## src/rtl/wb_pkg.sv

```systemverilog
// Shared Wishbone definitions: cycle-type codes, arbiter states and index sizing.
package wb_pkg;

  localparam logic [2:0] CTI_CLASSIC = 3'b000;
  localparam logic [2:0] CTI_CONST   = 3'b001;
  localparam logic [2:0] CTI_INCR    = 3'b010;
  localparam logic [2:0] CTI_EOB     = 3'b111;

  typedef enum logic [0:0] {
    StIdle,
    StOwned
  } arb_state_e;

  // Index width for n requesters; never below 1 so a 1-entry index stays legal.
  function automatic int unsigned idx_w(input int unsigned n);
    return (n > 1) ? $clog2(n) : 1;
  endfunction

  localparam int unsigned MaxMasters = 8;
  localparam int unsigned MaxIdxW    = idx_w(MaxMasters);

endpackage

```

## src/rtl/wb_bus_arbiter_if.sv

```systemverilog
// Bundle of requester-side and slave-side Wishbone signals around the arbiter.
interface wb_bus_arbiter_if #(
    parameter int unsigned NUM_MASTERS   = 3,
    parameter int unsigned ADDRESS_WIDTH = 16,
    parameter int unsigned DATA_WIDTH    = 8,
    parameter int unsigned DATA_BYTES    = 1
) ();

    logic [NUM_MASTERS-1:0]               m_cyc_i;
    logic [NUM_MASTERS-1:0]               m_stb_i;
    logic [NUM_MASTERS-1:0]               m_we_i;
    logic [NUM_MASTERS*DATA_BYTES-1:0]    m_sel_i;
    logic [NUM_MASTERS*ADDRESS_WIDTH-1:0] m_adr_i;
    logic [NUM_MASTERS*DATA_WIDTH-1:0]    m_dat_i;
    logic [NUM_MASTERS*3-1:0]             m_cti_i;
    logic [NUM_MASTERS-1:0]               m_ack_o;
    logic [NUM_MASTERS-1:0]               m_err_o;
    logic [NUM_MASTERS-1:0]               m_gnt_o;
    logic [DATA_WIDTH-1:0]                m_dat_o;

    logic                     s_cyc_o;
    logic                     s_stb_o;
    logic                     s_we_o;
    logic [DATA_BYTES-1:0]    s_sel_o;
    logic [ADDRESS_WIDTH-1:0] s_adr_o;
    logic [DATA_WIDTH-1:0]    s_dat_o;
    logic [2:0]               s_cti_o;
    logic                     s_ack_i;
    logic                     s_err_i;
    logic [DATA_WIDTH-1:0]    s_dat_i;

    // Arbiter view.
    modport slave (
        input  m_cyc_i, m_stb_i, m_we_i, m_sel_i, m_adr_i, m_dat_i, m_cti_i,
        output m_ack_o, m_err_o, m_gnt_o, m_dat_o,
        output s_cyc_o, s_stb_o, s_we_o, s_sel_o, s_adr_o, s_dat_o, s_cti_o,
        input  s_ack_i, s_err_i, s_dat_i
    );

    // Environment view: requesters plus the downstream slave.
    modport master (
        output m_cyc_i, m_stb_i, m_we_i, m_sel_i, m_adr_i, m_dat_i, m_cti_i,
        input  m_ack_o, m_err_o, m_gnt_o, m_dat_o,
        input  s_cyc_o, s_stb_o, s_we_o, s_sel_o, s_adr_o, s_dat_o, s_cti_o,
        output s_ack_i, s_err_i, s_dat_i
    );

endinterface

```

## src/rtl/wb_bus_arbiter_rr_pick.sv

```systemverilog
// Combinational round-robin picker: first set request after last_i, wrapping.
module rr_pick
    import wb_pkg::*;
#(
    parameter int unsigned N    = 3,
    parameter int unsigned IdxW = idx_w(N)
) (
    input  logic [N-1:0]    req_i,
    input  logic [IdxW-1:0] last_i,
    output logic [IdxW-1:0] idx_o,
    output logic            valid_o
);

    int unsigned cand;

    always_comb begin
        idx_o   = '0;
        valid_o = 1'b0;
        cand    = 0;
        for (int unsigned i = 1; i <= N; i++) begin
            cand = (32'(last_i) + i) % N;
            if (!valid_o && req_i[cand[IdxW-1:0]]) begin
                valid_o = 1'b1;
                idx_o   = cand[IdxW-1:0];
            end
        end
    end

endmodule

```

## src/rtl/wb_bus_arbiter.sv

```systemverilog
// Round-robin Wishbone arbiter; grant held until the owner drops cyc.
// Optional stall timeout abort enabled by defining WB_ARB_TIMEOUT_EN.
module wb_bus_arbiter
    import wb_pkg::*;
#(
    parameter int unsigned NUM_MASTERS   = 3,
    parameter int unsigned ADDRESS_WIDTH = 16,
    parameter int unsigned DATA_WIDTH    = 8,
    parameter int unsigned DATA_BYTES    = 1,
    parameter int unsigned MAX_WAIT      = 255
) (
    input logic                clk_48mhz,
    input logic                rst,
    wb_bus_arbiter_if.slave    bus
);

    localparam int unsigned IdxW = idx_w(NUM_MASTERS);

    if (NUM_MASTERS < 2 || NUM_MASTERS > MaxMasters || MAX_WAIT < 1) begin : g_param_check
        $fatal(1, "wb_bus_arbiter: unsupported NUM_MASTERS or MAX_WAIT");
    end

    arb_state_e      state_q;
    logic [IdxW-1:0] owner_q;
    logic [IdxW-1:0] last_q;
    logic [IdxW-1:0] pick_idx;
    logic            pick_valid;
    logic            owned;
    logic            timeout;

    rr_pick #(
        .N    (NUM_MASTERS),
        .IdxW (IdxW)
    ) u_rr_pick (
        .req_i   (bus.m_cyc_i),
        .last_i  (last_q),
        .idx_o   (pick_idx),
        .valid_o (pick_valid)
    );

    assign owned = (state_q == StOwned);

`ifdef WB_ARB_TIMEOUT_EN
    localparam int unsigned CntW = ($clog2(MAX_WAIT + 1) > 8) ? $clog2(MAX_WAIT + 1) : 8;

    logic [CntW-1:0] wait_q;
    logic            stb_req;

    assign stb_req = owned && bus.m_stb_i[owner_q];
    // Fires on the MAX_WAIT-th consecutive unanswered strobe cycle.
    assign timeout = stb_req && !bus.s_ack_i && !bus.s_err_i &&
                     (wait_q == CntW'(MAX_WAIT - 1));

    always_ff @(posedge clk_48mhz or posedge rst) begin
        if (rst) begin
            wait_q <= '0;
        end else if (!stb_req || bus.s_ack_i || bus.s_err_i || timeout) begin
            wait_q <= '0;
        end else begin
            wait_q <= wait_q + 1'b1;
        end
    end
`else
    assign timeout = 1'b0;
`endif

    always_ff @(posedge clk_48mhz or posedge rst) begin
        if (rst) begin
            state_q <= StIdle;
            owner_q <= '0;
            last_q  <= IdxW'(NUM_MASTERS - 1);
        end else begin
            unique case (state_q)
                StIdle: begin
                    if (pick_valid) begin
                        state_q <= StOwned;
                        owner_q <= pick_idx;
                        last_q  <= pick_idx;
                    end
                end
                StOwned: begin
                    if (!bus.m_cyc_i[owner_q] || timeout) begin
                        state_q <= StIdle;
                    end
                end
                default: state_q <= StIdle;
            endcase
        end
    end

    always_comb begin
        bus.m_gnt_o = '0;
        bus.m_ack_o = '0;
        bus.m_err_o = '0;
        bus.m_dat_o = bus.s_dat_i;
        bus.s_cyc_o = 1'b0;
        bus.s_stb_o = 1'b0;
        bus.s_we_o  = 1'b0;
        bus.s_sel_o = '0;
        bus.s_adr_o = '0;
        bus.s_dat_o = '0;
        bus.s_cti_o = CTI_CLASSIC;
        if (owned) begin
            bus.m_gnt_o[owner_q] = 1'b1;
            bus.m_ack_o[owner_q] = bus.s_ack_i;
            bus.m_err_o[owner_q] = bus.s_err_i || timeout;
            bus.s_cyc_o = bus.m_cyc_i[owner_q] && !timeout;
            bus.s_stb_o = bus.m_stb_i[owner_q] && !timeout;
            bus.s_we_o  = bus.m_we_i[owner_q];
            bus.s_sel_o = bus.m_sel_i[owner_q*DATA_BYTES +: DATA_BYTES];
            bus.s_adr_o = bus.m_adr_i[owner_q*ADDRESS_WIDTH +: ADDRESS_WIDTH];
            bus.s_dat_o = bus.m_dat_i[owner_q*DATA_WIDTH +: DATA_WIDTH];
            bus.s_cti_o = bus.m_cti_i[owner_q*3 +: 3];
        end
    end

endmodule

```

## src/flat_wrapper.sv

```systemverilog
// flat-port wrapper written by rule: the top's interface ports become plain ports
module wb_bus_arbiter_flat import wb_pkg::*;
#(
    parameter int unsigned NUM_MASTERS   = 3,
    parameter int unsigned ADDRESS_WIDTH = 16,
    parameter int unsigned DATA_WIDTH    = 8,
    parameter int unsigned DATA_BYTES    = 1,
    parameter int unsigned MAX_WAIT      = 255
)
  (clk_48mhz, rst, bus_m_cyc_i, bus_m_stb_i, bus_m_we_i, bus_m_sel_i, bus_m_adr_i, bus_m_dat_i, bus_m_cti_i, bus_m_ack_o, bus_m_err_o, bus_m_gnt_o, bus_m_dat_o, bus_s_cyc_o, bus_s_stb_o, bus_s_we_o, bus_s_sel_o, bus_s_adr_o, bus_s_dat_o, bus_s_cti_o, bus_s_ack_i, bus_s_err_i, bus_s_dat_i);
  wb_bus_arbiter_if #(.NUM_MASTERS(NUM_MASTERS), .ADDRESS_WIDTH(ADDRESS_WIDTH), .DATA_WIDTH(DATA_WIDTH), .DATA_BYTES(DATA_BYTES)) bus_i ();
  input logic clk_48mhz;
  input logic rst;
  input wire logic [$bits(bus_i.m_cyc_i)-1:0] bus_m_cyc_i;
  input wire logic [$bits(bus_i.m_stb_i)-1:0] bus_m_stb_i;
  input wire logic [$bits(bus_i.m_we_i)-1:0] bus_m_we_i;
  input wire logic [$bits(bus_i.m_sel_i)-1:0] bus_m_sel_i;
  input wire logic [$bits(bus_i.m_adr_i)-1:0] bus_m_adr_i;
  input wire logic [$bits(bus_i.m_dat_i)-1:0] bus_m_dat_i;
  input wire logic [$bits(bus_i.m_cti_i)-1:0] bus_m_cti_i;
  output wire logic [$bits(bus_i.m_ack_o)-1:0] bus_m_ack_o;
  output wire logic [$bits(bus_i.m_err_o)-1:0] bus_m_err_o;
  output wire logic [$bits(bus_i.m_gnt_o)-1:0] bus_m_gnt_o;
  output wire logic [$bits(bus_i.m_dat_o)-1:0] bus_m_dat_o;
  output wire logic [$bits(bus_i.s_cyc_o)-1:0] bus_s_cyc_o;
  output wire logic [$bits(bus_i.s_stb_o)-1:0] bus_s_stb_o;
  output wire logic [$bits(bus_i.s_we_o)-1:0] bus_s_we_o;
  output wire logic [$bits(bus_i.s_sel_o)-1:0] bus_s_sel_o;
  output wire logic [$bits(bus_i.s_adr_o)-1:0] bus_s_adr_o;
  output wire logic [$bits(bus_i.s_dat_o)-1:0] bus_s_dat_o;
  output wire logic [$bits(bus_i.s_cti_o)-1:0] bus_s_cti_o;
  input wire logic [$bits(bus_i.s_ack_i)-1:0] bus_s_ack_i;
  input wire logic [$bits(bus_i.s_err_i)-1:0] bus_s_err_i;
  input wire logic [$bits(bus_i.s_dat_i)-1:0] bus_s_dat_i;
  assign bus_i.m_cyc_i = bus_m_cyc_i;
  assign bus_i.m_stb_i = bus_m_stb_i;
  assign bus_i.m_we_i = bus_m_we_i;
  assign bus_i.m_sel_i = bus_m_sel_i;
  assign bus_i.m_adr_i = bus_m_adr_i;
  assign bus_i.m_dat_i = bus_m_dat_i;
  assign bus_i.m_cti_i = bus_m_cti_i;
  assign bus_m_ack_o = bus_i.m_ack_o;
  assign bus_m_err_o = bus_i.m_err_o;
  assign bus_m_gnt_o = bus_i.m_gnt_o;
  assign bus_m_dat_o = bus_i.m_dat_o;
  assign bus_s_cyc_o = bus_i.s_cyc_o;
  assign bus_s_stb_o = bus_i.s_stb_o;
  assign bus_s_we_o = bus_i.s_we_o;
  assign bus_s_sel_o = bus_i.s_sel_o;
  assign bus_s_adr_o = bus_i.s_adr_o;
  assign bus_s_dat_o = bus_i.s_dat_o;
  assign bus_s_cti_o = bus_i.s_cti_o;
  assign bus_i.s_ack_i = bus_s_ack_i;
  assign bus_i.s_err_i = bus_s_err_i;
  assign bus_i.s_dat_i = bus_s_dat_i;
  wb_bus_arbiter #(.NUM_MASTERS(NUM_MASTERS), .ADDRESS_WIDTH(ADDRESS_WIDTH), .DATA_WIDTH(DATA_WIDTH), .DATA_BYTES(DATA_BYTES), .MAX_WAIT(MAX_WAIT)) u_core (.clk_48mhz(clk_48mhz), .rst(rst), .bus(bus_i));
endmodule
```

## config.mk

```make
export PLATFORM = sky130hd
export DESIGN_NAME = wb_bus_arbiter_flat
export DESIGN_NICKNAME = d
export VERILOG_FILES = /design/src/rtl/wb_pkg.sv /design/src/rtl/wb_bus_arbiter_if.sv /design/src/rtl/wb_bus_arbiter_rr_pick.sv /design/src/rtl/wb_bus_arbiter.sv /design/src/flat_wrapper.sv
export SDC_FILE = /design/constraint.sdc
export NUM_CORES = 1
export LEC_CHECK = 0
export CAP_MARGIN = 20
export CORE_MARGIN = 3
export CORE_UTILIZATION = 29
export CTS_CLUSTER_DIAMETER = 150
export CTS_CLUSTER_SIZE = 12
export DETAILED_ROUTE_END_ITERATION = 10
export PLACE_DENSITY = 0.87
export SETUP_SLACK_MARGIN = 0.2
export SYNTH_ARGS = -nofsm -noshare
export SYNTH_HDL_FRONTEND = slang
export SYNTH_SLANG_ARGS = --single-unit
```

## constraint.sdc

```tcl
create_clock -name clk_48mhz -period 4.1 [get_ports clk_48mhz]
set_input_delay 1.025 -clock clk_48mhz [delete_from_list [all_inputs] [get_ports clk_48mhz]]
set_output_delay 1.025 -clock clk_48mhz [all_outputs]
set_load 0.02 [all_outputs]
```

==> impl_metrics.py <==
metrics = {
    "routing": {
        "dr.pass1.iters": 4,
        "first_iter_violations": 86,
        "drt-total-wl_um": 5135,
        "post-route-drc-count": 0,
        "viasPerCell": 4.846,
        "drt-wirelength-per-cell_um": 13.88,
        "ant_nets": 0,
        "vias": 1793,
    },
    "cts": {
        "worstSkewPairLatency_ns": 0.22,
        "post-cts-setup-buffers": 0,
        "cts_tree": "yes",
        "cts_buffer_depth": 2,
        "clk_pin_slew_ns": 0.04,
        "cts-resized-gates": 0,
        "htreeDepth": 1,
        "ctsHoldBuffers": 0,
        "cts_root_buf": "clkbuf_8",
        "cts_made_buffers": 3,
        "cts.sinks": 4,
    },
    "status": {
        "status": "complete, no violations",
    },
    "power": {
        "power.share.clock_pct": 5.5,
        "p_int_mw": 0.8150,
        "power.switching_mw": 0.8264,
        "comb_power_share_pct": 89.4,
        "ir_drop_mv": 0.3153,
        "power.leakage_nw": 1.052,
        "seq_power_share_pct": 5.0,
        "power_density_mw_per_mm2": 620.6,
        "p_sw_share_pct": 50.35,
    },
    "synthesis": {
        "yosys.cell_types.count": 33,
        "syn-cell-area_mm2": 0.001255,
        "syn_inst": 197,
        "syn_nets": 305,
        "synth_area_per_cell_um2": 6.370,
        "seq_area_frac_synth_pct": 8.076,
        "yosys_warnings": 0,
        "synth_seq_cells": 4,
    },
    "critical_path": {
        "crit_fanout": 5,
        "crit_arrival_ns": 2.67,
        "end_kind": "output pin",
        "crit_type": "in -> out",
        "start_kind": "primary input",
        "critPathRequiredTime_ns": 3.07,
        "worst_r2r_path_depth": 7,
    },
    "sta": {
        "setup_tns_ns": 0,
        "period_share_pct": 90.11,
        "max_slew_margin_pct": 39.98,
        "holdWs_ns": 0.5289,
        "hold_viol_final": 0,
        "worstMarginPinSlew_ns": 0.8962,
        "finClkSkew_ns": 0.002278,
        "period_needed_ns": 3.694,
        "grt_setup_unrepaired": "false",
        "timing.fmax_ghz": 0.2707,
        "setup_viol": 0,
        "drv_slew": 0,
        "fin_ws_ns": 0.4055,
    },
    "layout": {
        "syn_to_final_growth_pct": 110.8,
        "diodes": 0,
        "num-nets-final": 429,
        "drive_gt1_share_pct": 5.000,
    },
    "global_route": {
        "grt_max_degree": 36,
        "grt_usage_pct": 19.00,
        "grt_pass1_wl_um": 8031,
        "gr-total-overflow": 0,
        "antenna_found_initial": 0,
        "grt_pass1_vias": 1761,
    },
    "hold_path": {
        "hold_path.class": "reg -> reg",
        "hold_path_depth": 2,
    },
    "floorplanning": {
        "rows": 23,
        "die_w_um": 71.79,
        "die_y_um": 71.79,
        "initial_core_util_pct": 30.71,
        "die-area_mm2": 0.005153,
        "io_pins": 153,
        "coreArea_mm2": 0.004086,
    },
    "placed_design": {
        "pre_cts_slack_ns": 0.3906,
        "hpwl_um": 4103,
        "port_buffers": 136,
        "gp_congestion": 0.7476,
    },
    "job": {
        "max-cap-violations": 0,
    },
}
-- cell type report --
class	instances	area (um^2)
fill	358	1441
timing repair buffer	141	1399
multi-input combinational	165	1013
sequential	4	102.6
tap	50	62.56
clock buffer	4	45.04
inverter	6	22.52
-- cell usage in the layout (no fill, tap or decap), types with 2 or more instances in the layout --
master	count
clkdlybuf4s50_1	136
nor2_1	61
mux2i_1	32
a21oi_1	30
and2_1	7
inv_1	5
nand2_1	5
buf_4	5
o211ai_1	3
nor3_1	3
ha_1	3
clkbuf_8	3
or2b_1	2
nor2b_1	2
o21ai_0	2
dfrtp_1	2
-- cell families (layout without fill, tap and decap cells) --
family	after synthesis	in the layout	synth area share, %
fa+ha+maj	3	3	2.991
flops	4	4	8.076
simple gates	85	85	29.31
compound gates	44	44	21.84
mux	33	33	26.42
buf+inv	28	151	11.37
-- layer usage --
| layer | GRT usage [%] | vias to the layer above | wire length, um |
|---|---|---|---|
| met5 | 0 | - | 0 |
| met2 | 35.10 | 85 | 2719 |
| met1 | 20.64 | 787 | 1883 |
| met4 | 5.846 | 0 | 105 |
| met3 | 5.610 | 10 | 427 |
| li1 | - | 911 | - |
-- final timing paths --
kind	slack (ns)	start	endpoint
worst max-delay path	0.41	bus_m_cyc_i[0]	bus_s_cyc_o
worst min-delay path	0.53	u_core.last_q[1]	u_core.last_q[1]
worst max register to register	1.88	u_core.last_q[0]	u_core.owned
worst min register to register	0.53	u_core.last_q[1]	u_core.last_q[1]
max in group asynchronous	2.89	rst	u_core.last_q[1]
min in group asynchronous	0.99	rst	u_core.owned
-- state kept, by name, summed over array words and instances, names as in the netlist --
signal,cells
u_core.last_q,2
u_core.owned,1
u_core.owner_q,1
-- worst max-delay path, stage by stage --
cell	delay, ns
clkdlybuf4s50_1	0.59
mux2i_1	0.10
o21ai_0	0.21
and2_1	0.15
clkdlybuf4s50_1	0.59
-- metrics by stage --
stage / total power [mW] / utilization (%) / area [um^2] / instances
floorplan: 0.9777 / - / 1255 / 197
global placement: 1.539 / 63.63 / 2600 / 366
detailed placement: 1.556 / 63.63 / 2600 / 366
CTS: 1.654 / 64.73 / 2645 / 370
global route: 1.771 / 64.73 / 2645 / 370
finish: 1.641 / 64.73 / 2645 / 370
-- synth_stat cells --
| cell | number | area (um^2) |
|---|---|---|
| a211oi_4 | 1 | 20.02 |
| a21oi_1 | 30 | 150.1 |
| a22o_1 | 1 | 8.760 |
| a22oi_1 | 1 | 7.510 |
| a311o_1 | 1 | 10.01 |
| and2_1 | 7 | 43.79 |
| and3_2 | 1 | 7.510 |
| buf_1 | 1 | 3.750 |
| buf_2 | 6 | 30.03 |
| buf_4 | 8 | 60.06 |
| clkbuf_1 | 7 | 26.28 |
| clkinv_1 | 1 | 3.750 |
| dfrtp_1 | 3 | 75.07 |
| dfstp_2 | 1 | 26.28 |
| ha_1 | 3 | 37.54 |
| inv_1 | 5 | 18.77 |
| mux2_2 | 1 | 11.26 |
| mux2i_1 | 32 | 320.3 |
| nand2_1 | 5 | 18.77 |
| nand3b_1 | 1 | 7.510 |
| nand4_1 | 1 | 6.260 |
| nor2_1 | 61 | 229.0 |
| nor2b_1 | 3 | 18.77 |
| nor3_1 | 3 | 15.01 |
| o2111ai_1 | 1 | 8.760 |
| o211ai_1 | 3 | 22.52 |
| o211ai_2 | 1 | 12.51 |
| o21a_1 | 1 | 7.510 |
| o21ai_0 | 2 | 10.01 |
| o21bai_1 | 1 | 7.510 |
| o221ai_1 | 1 | 8.760 |
| or2_2 | 1 | 6.260 |
| or2b_1 | 2 | 15.01 |
-- power by group through the flow --
stage | logic, mW | registers [mW] | clock network (mW)
2_1_floorplan | 0.902 | 0.0755 | 0
3_3_place_gp | 1.46 | 0.0817 | 0
3_5_place_dp | 1.47 | 0.0825 | 0
4_1_cts | 1.48 | 0.0820 | 0.0914
5_1_grt | 1.59 | 0.0855 | 0.0970
6_report | 1.47 | 0.0823 | 0.0910
Note: power is estimated with default switching activity, not from simulation.
